<file path="config.mk">
export PLATFORM = sky130hd
export DESIGN_NAME = f1_lights_seq
export DESIGN_NICKNAME = d
export VERILOG_FILES = /design/src/rtl/f1_lights_seq.sv
export SDC_FILE = /design/constraint.sdc
export NUM_CORES = 1
export LEC_CHECK = 0
export ABC_CLOCK_PERIOD_IN_PS = 1700
export CAP_MARGIN = 20
export CORE_MARGIN = 2
export CORE_UTILIZATION = 51
export CTS_BUF_LIST = sky130_fd_sc_hd__clkbuf_16
export DETAILED_ROUTE_END_ITERATION = 6
export PLACE_DENSITY = 0.8
export SYNTH_ARGS = -nofsm -noshare
export SYNTH_HDL_FRONTEND = slang
export SYNTH_SLANG_ARGS = --single-unit
</file>
<file path="constraint.sdc">
create_clock -name clk -period 1.7 [get_ports clk]
set_input_delay 0.425 -clock clk [delete_from_list [all_inputs] [get_ports clk]]
set_output_delay 0.425 -clock clk [all_outputs]
set_load 0.05 [all_outputs]
</file>
<file path="src/rtl/f1_lights_seq.sv">
// Start-light sequencer: fills WIDTH lamps one per tick, holds all lit for delay_lat+1 cycles, then
// extinguishes them with a one-cycle lights_out pulse. All outputs registered; no backpressure.
module f1_lights_seq #(
  parameter int WIDTH   = 8,
  parameter int DELAY_W = 7
) (
  input  logic               clk,
  input  logic               rst,
  input  logic               tick,
  input  logic               trigger,
  input  logic               abort,
  input  logic [DELAY_W-1:0] delay_in,
  output logic [WIDTH-1:0]   data_out,
  output logic               busy,
  output logic               lights_out
);

  typedef enum logic [1:0] {
    IDLE = 2'd0,
    FILL = 2'd1,
    HOLD = 2'd2
  } state_t;

  state_t             state;
  logic [DELAY_W-1:0] hold_cnt;
  logic [DELAY_W-1:0] delay_lat;

  always_ff @(posedge clk) begin
    if (rst) begin
      state      <= IDLE;
      data_out   <= '0;
      busy       <= 1'b0;
      lights_out <= 1'b0;
      hold_cnt   <= '0;
      delay_lat  <= '0;
    end else begin
      lights_out <= 1'b0;
      case (state)
        IDLE: begin
          data_out <= '0;
          busy     <= 1'b0;
          if (trigger && !abort) begin
            state     <= FILL;
            busy      <= 1'b1;
            delay_lat <= delay_in;
          end
        end
        FILL: begin
          if (abort) begin
            state    <= IDLE;
            data_out <= '0;
            busy     <= 1'b0;
          end else if (tick) begin
            data_out <= {data_out[WIDTH-2:0], 1'b1};
            // Lamps fill from the LSB, so the top-but-one bit marks the final step.
            if (data_out[WIDTH-2]) begin
              state    <= HOLD;
              hold_cnt <= delay_lat;
            end
          end
        end
        HOLD: begin
          if (abort) begin
            state    <= IDLE;
            data_out <= '0;
            busy     <= 1'b0;
          end else if (hold_cnt == '0) begin
            state      <= IDLE;
            data_out   <= '0;
            busy       <= 1'b0;
            lights_out <= 1'b1;
          end else begin
            hold_cnt <= hold_cnt - 1'b1;
          end
        end
        default: begin
          state    <= IDLE;
          data_out <= '0;
          busy     <= 1'b0;
        end
      endcase
    end
  end

endmodule
</file>
# Yosys cells after proc, flatten, opt, wreduce, memory -nomap -nowiden
# Cells that the tools add are included.
# W data, S select, Z words.
# totals
reg_bits	26
out_inout_bits	10
# classes
n_addsub	1
eq_ne	12
n_mux	24
bitwise	1
reduce_logical	11
# op_table
operator	n
$mux W7	5
$mux W8	4
$pmux W8 S2	1
$ne A2 B2 Y1 const B	7
$pmux W7 S2	1
$mux W2	6
$ne A3 B3 Y1 const B	3
$logic_not A7 Y1	1
$sub A7 B1 Y7 const B	1
$pmux W2 S3	1
$reduce_and A2 Y1	3
$reduce_and A6 Y1	1
$mux W1	5
$reduce_and A4 Y1	1
$pmux W1 S3	1
$reduce_or A3 Y1	1
$eq A2 B1 Y1 const B	1
$eq A2 B2 Y1 const B	1
$logic_not A2 Y1	1
$reduce_bool A2 Y1	1
$logic_and A1 B1 Y1	1
$logic_not A1 Y1	1
$not A1 Y1	1

# Depth between registers and ports, before layout
# depth
word_depth	4
ltp_mapped	6

# Worst setup path before layout
# No wires, ideal clock.
# synth_timing
path_kind	register to register
startpoint	register data_out[6]
endpoint	register hold_cnt[0]
setup_ns	0.060
arrival_ns	1.535
required_time_ns	1.640
slack_ns	0.105
stages_incl_launch_ff	6
synth_period_minus_slack_ns	1.595
cell_sequence	dfxtp_1 -> nand4b_1 -> or2_2 -> clkbuf_4 -> a21oi_2 -> o221a_1
# synth_between
elab_chain_len	2
# synth_lines
item	line_no	rtl
from (decl)	13	output logic [WIDTH-1:0] data_out,
from (signal assigned)	54	data_out <= {data_out[WIDTH-2:0], 1'b1};
$ne A2 B2 Y1 (no source line)	-	
$reduce_and A6 Y1 (no source line)	-	
to (signal assigned)	58	hold_cnt <= delay_lat;
to (signal assigned)	73	hold_cnt <= hold_cnt - 1'b1;
to (decl)	25	logic [DELAY_W-1:0] hold_cnt;
# No other way between the ends.
# A chain may end at the register's enable or synchronous reset.

# Worst setup path after layout
# layout_timing
startpoint	register hold_cnt[0]
endpoint	register hold_cnt[0]
# layout_between
elab_chain_len	4
word_cells_on_any_way	7
# layout_lines
item	line_no	rtl
$sub A7 B1 Y7	73	
$mux W7	67	end else if (hold_cnt == '0) begin
$mux W7	63	if (abort) begin
$pmux W7 S2	38	case (state)
# Parallel ways exist; a longest one is shown, timed or not. The select of a mux whose other input is x is not followed.

==> metrics.txt <==
Final Non-Filler Cells 191; Setup crit start kind flop; sw power between 0.0002 and 0.0003 W; WHS Endpoint data_out[7]; Slew @ Worst Pin ~0.67 ns; nets 178; critical path class reg2reg; crit-path cells inv_1, ha_1, nor4b_4, buf_4, a211o_4, a21oi_2, o221a_1; Comb power frac 0.069; Initial Util 0.552; Port Buffers 21; post-layout util 0.736; post-synth cell types 36; initial antenna violation count 0; Final Hold Fails 0; fill cell count ~180; Worst Hold Class reg2reg; Synth Net Count 150; Yosys reg bits 26; std cell rows 17; CTS clk-pin slew, worst paths 0.06 ns; R2R Setup Slk around 0.00070 ns; maximum vdd ir drop ~0.74 mV; Synth Area per Inst 9.15 um^2; Chip Width 53.4 um; CP Max Fanout 7; crit path time final 1.70 ns; Core Region 2250 um^2; Root Driver clkbuf_16; Area Growth Syn to Fin 33.3%; Worst Clk Skew 0.00159 ns; max incr delay on CP about 0.38 ns; n_diodes 0; placed cells roughly 190; first-pass GRT wire length 4.71 mm; Buf+Inv Stages, Crit Path 2; Max Fclk 0.588 GHz; Design Power 0.00140 W; Iteration-0 DRC Markers 59; WL per Instance 15.9 um; pin count of the biggest net entering global routing 16; area of the multi-input gates 704 um^2; htree depth 1; CTS Buf Count 3; Net Sw Frac 0.187; crit end category flop; Post-route DRC 0; detailed placer's ending HPWL ~2 mm; clock power share 0.483; sequential area share after synthesis 0.418; Post-Synthesis Cells around 140; share of layout cells above drive strength 1 0.239; worst reg-to-reg path cell count 7; Max-slew headroom 0.548; GRT Overall Usage 0.234; min-delay src data_out[7]; slowest cell on the critical path a211o_4; register area 526 um^2; Sink Count 26; RSZ-0062 raised after global routing true; Int Pwr 0.00114 W; main area contributors after synthesis dfxtp_1 (42%), mux2i_1 (6.4%), a21oi_1 (5.6%), a22o_1 (4.9%), nor2_1 (4.8%); gr ovfl total 0; vias in the first global route 1014; io pins 22; Yosys top cell by area dfxtp_1; count of final max-slew check failures 0; Worst Path Required 1.90 ns; via count 1153; RePlAce Congestion 0.850; Worst EP arrival 1.90 ns; Final period util 1.00; DR vias/cell a little over 6; sequential power share 0.448; r2r endpoint hold_cnt[0]; die height about 53 um; Top delay family on crit path compound AO/OA/AOI/OAI gates; Yosys top cell area share 0.418; die area 2850 um^2; CTS tree yes; Pre-antenna DRT Iters 4; maxcap violations 0; Worst Hold Path Cells 1; synthesized area 1240 um^2; Critical R2R Launch hold_cnt[0]; endpoints failing setup 0; Detailed Route WL 3.04 mm; ANT nets after route 0; deepest clock path buffer count 2; TNS Setup 0 ns; Power Dens Cells 843 nW/um^2; LEAKAGE around 0.62 nW; Clock Latency Late Sink 0.26 ns; synthesis warning total 0; status completed
[how the worst max path moves through the flow]
| stage | startpoint | to | slack, ns | cells past startpoint |
|---|---|---|---|---|
| finish | hold_cnt[0] | hold_cnt[0] | 0.0007 | 7 |
| global route | hold_cnt[0] | hold_cnt[0] | -0.06 | 7 |
| CTS | abort | data_out[4] | 0.05 | 4 |
| detailed placement | abort | data_out[2] | -0.23 | 4 |
| global placement | abort | data_out[3] | -0.18 | 4 |
| floorplan | data_out[6] | hold_cnt[0] | 0.11 | 5 |
[power groups by stage]
stage               clock, W  sequential [W]  combinational [W]
floorplan                  0        0.000643          0.0000390
global placement           0        0.000641          0.0000901
detailed placement         0        0.000641          0.0000924
CTS                 0.000679        0.000627          0.0000936
global route        0.000697        0.000627           0.000105
finish              0.000676        0.000626          0.0000965
[metrics by stage]
stage	worst slack [ns]	hold WS [ns]	area, um^2
final	0.000696	0.485	1660
after detailed placement	-0.232	0.474	1510
after global placement	-0.178	0.467	1510
after CTS	0.0490	0.489	1620
after floorplan	0.105	0.460	1240
after global routing	-0.0579	0.499	1660
[sequential cells by signal (all words and copies together) (netlist names)]
signal and cells:
delay_lat 7, hold_cnt 7, lights_out 1, data_out 8
state 2, busy 1
[synthesized netlist by cell type (all sizes together)]
cell	instances
dfxtp	26
nor2	18
a21oi	16
nand2	12
mux2i	8
a22o	7
inv	5
o32ai	5
nand3	4
buf	3
clkbuf	3
nor2b	3
nor3	3
o21ai	3
ha	2
nand2b	2
nor4b	2
or2	2
a211o	1
a211oi	1
a21o	1
a31oi	1
a32oi	1
and3	1
nand4b	1
nor3b	1
nor4	1
o21bai	1
o221a	1
o31a	1
[cells in the final DEF (no fill, tap or decap), types with 2 or more instances in the layout]
cell / synthesis / layout
ha_1: 2 / 2
clkdlybuf4s50_1: 0 / 11
nand3_1: 4 / 4
mux2i_1: 8 / 8
a22o_1: 7 / 7
o21ai_0: 3 / 3
clkbuf_16: 0 / 3
nor3_1: 3 / 3
a21oi_1: 14 / 11
dfxtp_1: 26 / 24
nand2_1: 12 / 12
o32ai_1: 5 / 4
a21oi_2: 2 / 4
inv_1: 5 / 5
nor2b_1: 3 / 3
nand2b_1: 2 / 2
nor2_1: 16 / 15
buf_12: 0 / 2
nor2_4: 2 / 2
buf_4: 0 / 16
[routing by layer]
metal,GRT usage,vias to the layer above,wire [um]
li1,-,548,-
met1,0.315,553,1370
met2,0.366,44,1420
met3,0.0339,8,164
met4,0.103,0,82
met5,0,-,0
[what timing repair did]
| item | in CTS | in global routing |
|---|---|---|
| gates resized for setup | 0 | 9 |
| setup buffers | 0 | 1 |
| hold buffers | 0 | 0 |
| setup endpoints to repair | 0 | 12 |
[cell type report]
class	instances	area share
multi-input cells	99	0.425
flip-flops and latches	26	0.317
repair buffers	29	0.163
clock buffers	3	0.0452
well taps	28	0.0211
clock inverters	1	0.0181
inverters	5	0.0113
[cells by family (layout without fill, tap and decap cells)]
logic type,after synthesis,in the layout,synth area share
simple gates,50,50,0.215
compound gates,39,39,0.238
flops,26,26,0.418
buf+inv,11,38,0.0442
mux,8,8,0.0643
fa+ha+maj,2,2,0.0201
[worst reg2reg max path, delay by kind of cell (launching register included)]
| kind | cells | cell delay, ns |
|---|---|---|
| buffers and inverters | 2 | 0.23 |
| adder cells (fa/ha/maj) | 1 | 0.19 |
| AND/OR/NAND/NOR | 1 | 0.13 |
| flip-flops | 1 | 0.37 |
| AO/OA/AOI/OAI | 3 | 0.73 |
(Power assumes the default switching activity.)
==> RTL edit 1 (same flow settings) <==
Set the parameter `DELAY_W` to 14 (it was 7).
--- a/src/rtl/f1_lights_seq.sv
+++ b/src/rtl/f1_lights_seq.sv
@@ -4,3 +4,3 @@
   parameter int WIDTH   = 8,
-  parameter int DELAY_W = 7
+  parameter int DELAY_W = 14
 ) (
Ports: changed (resized delay_in); port bits go from 22 to 29. The function was not compared with the original's and may differ.
==> RTL edit 1 against the unedited design <==
The flow now finishes with violations (negative setup slack). Via count increased by 89%. Clock skew increased by 0.0040 ns. Wire length increased by 120%. Maximum frequency decreased by 15%. Total power increased by 57%. Worst hold slack got worse by 0.023 ns. Sequential cell count increased by 14. Final area increased by 78%. Setup slack got worse by 0.29 ns. Clock power increased by 58%. Non-clock buffer count increased by 41. Combinational power increased by 58%. Area after synthesis increased by 50%. Highest routed layer unchanged.
==> RTL edit 1: results (changes against the unedited design) <==
The worst setup margin was -0.290 ns (-0.291 ns); the post-synthesis cell type count was 41 (+14%). The run gives 5 (+1) as the total iterations of the first detailed-routing run. The number of global-route vias before repair was 1,993 (+97%); the number of buffers added for setup after CTS was 5 (+5). The final setup violation count is 25 (+25), and the power drawn by the combinational cells is 0.152 mW (+58%). The delay of the slowest critical-path stage came out at 0.55 ns (+0.17 ns). Final weighted congestion in routability-driven placement: 0.873 (+2.8%). The flow ran to the end, but the final reports show violations.

The part of the total power dissipated in sequential elements came out at 44.2% (-0.6 points). The HPWL reported at the end of detailed placement is 3.14 mm (+58%). The beginning of the worst hold path is delay_lat[3]. The maximum number of pins on one net before global-route repair was 22 (+6); the average cell area after synthesis was 7.76 sq um (-15%). The checks that failed: negative setup slack. Fraction of final layout cells sized beyond drive strength 1: 42.2% (+18 points). The worst hold margin was 0.462 ns (-0.0230 ns); the CTS H-tree depth was 2 (+1). Non-filler instance count after layout: 352 (+84%).

The total negative slack for setup checks is -4.74 ns (-4.74 ns), and the synthesized-area fraction occupied by adder cells is 0.672% (-1.3 points). The first-pass GRT wire length was 10.2 mm (+120%); the proportion of power drawn by the clock network was 48.8% (+0.5 points). The commonest cells after synthesis are 53 x sky130_fd_sc_hd__nand2_1, 40 x sky130_fd_sc_hd__dfxtp_1, 32 x sky130_fd_sc_hd__a21oi_1, 22 x sky130_fd_sc_hd__nor2_1, 13 x sky130_fd_sc_hd__o21ai_0. Among all stages on the critical path, the largest delay is contributed by sky130_fd_sc_hd__or4_4. Ranked by total cell area, the synthesized netlist is headed by sky130_fd_sc_hd__dfxtp_1 43%, sky130_fd_sc_hd__nand2_1 11%, sky130_fd_sc_hd__a21oi_1 8.6%. The worst min-delay path endpoint is delay_lat[3]. The number of cells traversed by the worst hold path is 2 (+1).

Total placed cells including tap cells: 336 (+81%). The net count after synthesis was 260 (+73%); the number of DRC markers after the initial detailed-route iteration was 273 (+360%). The family with the most delay on the worst path was simple AND/OR/NAND/NOR gates. The count of input and output buffers works out to 28 (+33%). The number of buffers inserted during clock tree synthesis is 5 (+2). The per-cell via count in the routed design is 6.20 (+2.6%), and the layout net count is 325 (+83%).

The highest fanout seen on the critical path is 3 (-4), and the net switching share of the total power is 21.8% (+3.1 points). The critical path starts at hold_cnt[1]. The area fraction in compound gates after synthesis was 23.3% (-0.51 points).

The logs give 1.10 nW (+79%) for the leakage power total and 6.76 mm (+120%) for the total detailed-routing wirelength. The logs give 502 MHz (-15%) for the achievable clock frequency and 45 (+45) for the post-CTS resize count. The largest registers in the layout are delay_lat: 14 flops, hold_cnt: 14 flops, data_out: 8 flops.

In this run the worst setup path terminates at hold_cnt[13]. Cell area reported after detailed placement: 0.00243 sq mm (+61%). The run gives 0.00559 ns (+0.00400 ns) as the maximum clock skew at final layout.
==> RTL edit 1: cell types whose count changed after synthesis, moves of 8 or more <==
cell | unedited run | this run
sky130_fd_sc_hd__nand2_1 | 12 | 53
sky130_fd_sc_hd__a21oi_1 | 14 | 32
sky130_fd_sc_hd__dfxtp_1 | 26 | 40
sky130_fd_sc_hd__clkbuf_1 | 2 | 12
sky130_fd_sc_hd__o21ai_0 | 3 | 13
sky130_fd_sc_hd__mux2i_1 | 8 | 0
==> RTL edit 1: routing by layer <==
metal,track usage (%),vias to the layer above,routed length [microns]
met5,0,-,0
met4,12.2,0,264
met3,7.64,45,592
met2,50.5,146,3130
met1,43.2,1024,2780
li1,-,966,-
==> RTL edit 1: final cells by class <==
class / count / area, sq um
Multi-Input combinational cell: 185 / 1270
Sequential cell: 40 / 806
Timing Repair Buffer: 70 / 644
Fill cell: 164 / 467
Clock buffer: 5 / 125
Tap cell: 46 / 57.6
Clock inverter: 3 / 38.8
Inverter: 3 / 11.3
==> RTL edit 2 (same settings) <==
Without the edit above. Add an input register stage for `delay_in`, cleared by the reset; this delays it by one clock. The other inputs are not delayed to match.
--- a/src/rtl/f1_lights_seq.sv
+++ b/src/rtl/f1_lights_seq.sv
@@ -23,2 +23,12 @@
 
+  logic [DELAY_W-1:0] delay_q;
+
+  always_ff @(posedge clk) begin
+    if (rst) begin
+      delay_q <= '0;
+    end else begin
+      delay_q <= delay_in;
+    end
+  end
+
   state_t             state;
@@ -44,3 +54,3 @@
             busy      <= 1'b1;
-            delay_lat <= delay_in;
+            delay_lat <= delay_q;
           end
Check against the original RTL: no difference found for any inputs over 10 cycles, from zero or initial values and one cycle with rst high; that may be too few to reach the edited logic, so the function may still have changed.
==> RTL edit 2 against the unedited design <==
Sequential power up 28%. Total power increased by 24%. Wire length grew 16%. Setup slack better by 0.013 ns. Maximum frequency increased by 0.74%. Sequential cell count is 7 higher. Critical path depth down 2. Area after synthesis grew 14%. Synthesized cell count up 22%. Final area is 11% higher. Critical path type unchanged. Largest cell class unchanged. Highest routed layer unchanged.
==> RTL edit 2: results (changes against the unedited design) <==
The worst reg2reg path depth was 5 (-2); the number of buffers inserted during clock tree synthesis was 5 (+2). After synthesis, the most frequently instantiated cells are 33 x sky130_fd_sc_hd__dfxtp_1, 28 x sky130_fd_sc_hd__a21oi_1, 21 x sky130_fd_sc_hd__nand2_1, 11 x sky130_fd_sc_hd__o21ai_0, 10 x sky130_fd_sc_hd__nor2b_1. The slowest stage of the critical path is the sky130_fd_sc_hd__a311o_2 cell.

The normalized max-slew margin came out at 67.3% (+12 points). The per-cell via count in the routed design came out at 5.92 (-2.0%). The run gives 211 (+19%) as the layout net count. The run gives 0.930 (+9.4%) as the final weighted congestion in routability-driven placement.

The sequential share of the synthesized area is 46.7% (+4.9 points), and the average cell area after synthesis is 8.52 sq um (-7.0%). The run gives 1,246 (+23%) as the number of global-route vias before repair. The run gives 35 (-2.8%) as the post-synthesis cell type count. The flow ran to the end, and the final reports show no timing, DRC or antenna violations. The wire length on met3 came out at 210 microns (+28%). The number of DRC markers after the initial detailed-route iteration was 55 (-6.8%); the detailed-routing wirelength on met1 was 1.38 mm (+1.0%). The HPWL reported at the end of detailed placement is 2.46 mm (+24%), and the clock insertion delay at the later pin of the skew report is 0.28 ns (+0.02 ns). The first-pass GRT wire length came out at 5.71 mm (+21%).

Ranked by total cell area, the synthesized netlist is headed by sky130_fd_sc_hd__dfxtp_1 47%, sky130_fd_sc_hd__a21oi_1 9.9%, sky130_fd_sc_hd__nand2_1 5.6%. For the length of routed met2 wiring, the log shows 1.81 mm (+27%). The run gives 2 (+1) as the CTS H-tree depth. The maximum clock skew at final layout is 0.00277 ns (+0.00118 ns), and the total placed cells including tap cells is 220 (+18%).

The setup slack at placement is -0.185 ns (+0.0475 ns), and the number of cells traversed by the worst hold path is 2 (+1). The net count after synthesis was 180 (+20%). The delay of the slowest critical-path stage came out at 0.42 ns (+0.04 ns).
## RTL edit 2: cell count changes in the layout (fill, tap and decap cells not counted), sizes merged, moves of 7 or more
| cell | unedited run | this run |
|---|---|---|
| a21oi | 16 | 28 |
| a22o | 7 | 0 |
| dfxtp | 26 | 33 |
| nand2 | 12 | 21 |
| nor2 | 18 | 8 |
| nor2b | 3 | 10 |
| o21ai | 3 | 11 |
## RTL edit 2: final cells by class
type                       instances  area [sq um]  share of cell area (%)
sequential                        33           661                    35.8
tap                               31          38.8                    2.10
clock buffer                       5           125                    6.78
timing repair buffer              32           280                    15.2
multi-input combinational        120           708                    38.4
clock inverter                     3          12.5                   0.678
inverter                           5          18.8                    1.02
## RTL edit 2: power by group
group | switching [mW] | internal, mW
sequential | 0.00780 | 0.791
combinational | 0.0486 | 0.0510
clock | 0.314 | 0.528
## RTL edit 2: cell families after synthesis
family                     share of synthesized area, %
AOI/OAI and AO/OA                                  21.7
adders and majority gates                          1.77
DFF                                                46.7
and+or+nand+nor                                    24.8
buffers and inverters                              3.63
muxes                                              1.42
## RTL edit 2: repair_timing
| item | CTS | global route |
|---|---|---|
| setup endpoints to repair | 5 | 1 |
| buffers inserted | 0 | 1 |
| gates resized for setup | 1 | 0 |
| hold buffers | 0 | 0 |
## RTL edit 2: final timing paths
| check | start | endpoint | slack (ns) |
|---|---|---|---|
| worst max-delay path | hold_cnt[0] | hold_cnt[3] | 0.01 |
| worst min-delay path | delay_q[1] | delay_lat[1] | 0.43 |
| worst max register to register | hold_cnt[0] | hold_cnt[3] | 0.01 |
| worst min register to register | delay_q[1] | delay_lat[1] | 0.43 |
## RTL edit 2: per-layer routing
metal | up-vias | track usage, %
li1 | 661 | -
met2 | 58 | 39.0
met3 | 14 | 7.60
met4 | 0 | 10.5
met1 | 622 | 27.0
met5 | - | 0
## RTL edit 2: tightest hold or removal path, stage by stage (launching register included)
cell and delay (ns):
sky130_fd_sc_hd__dfxtp_1 0.29, sky130_fd_sc_hd__nand2_1 0.05, sky130_fd_sc_hd__a21oi_1 0.05
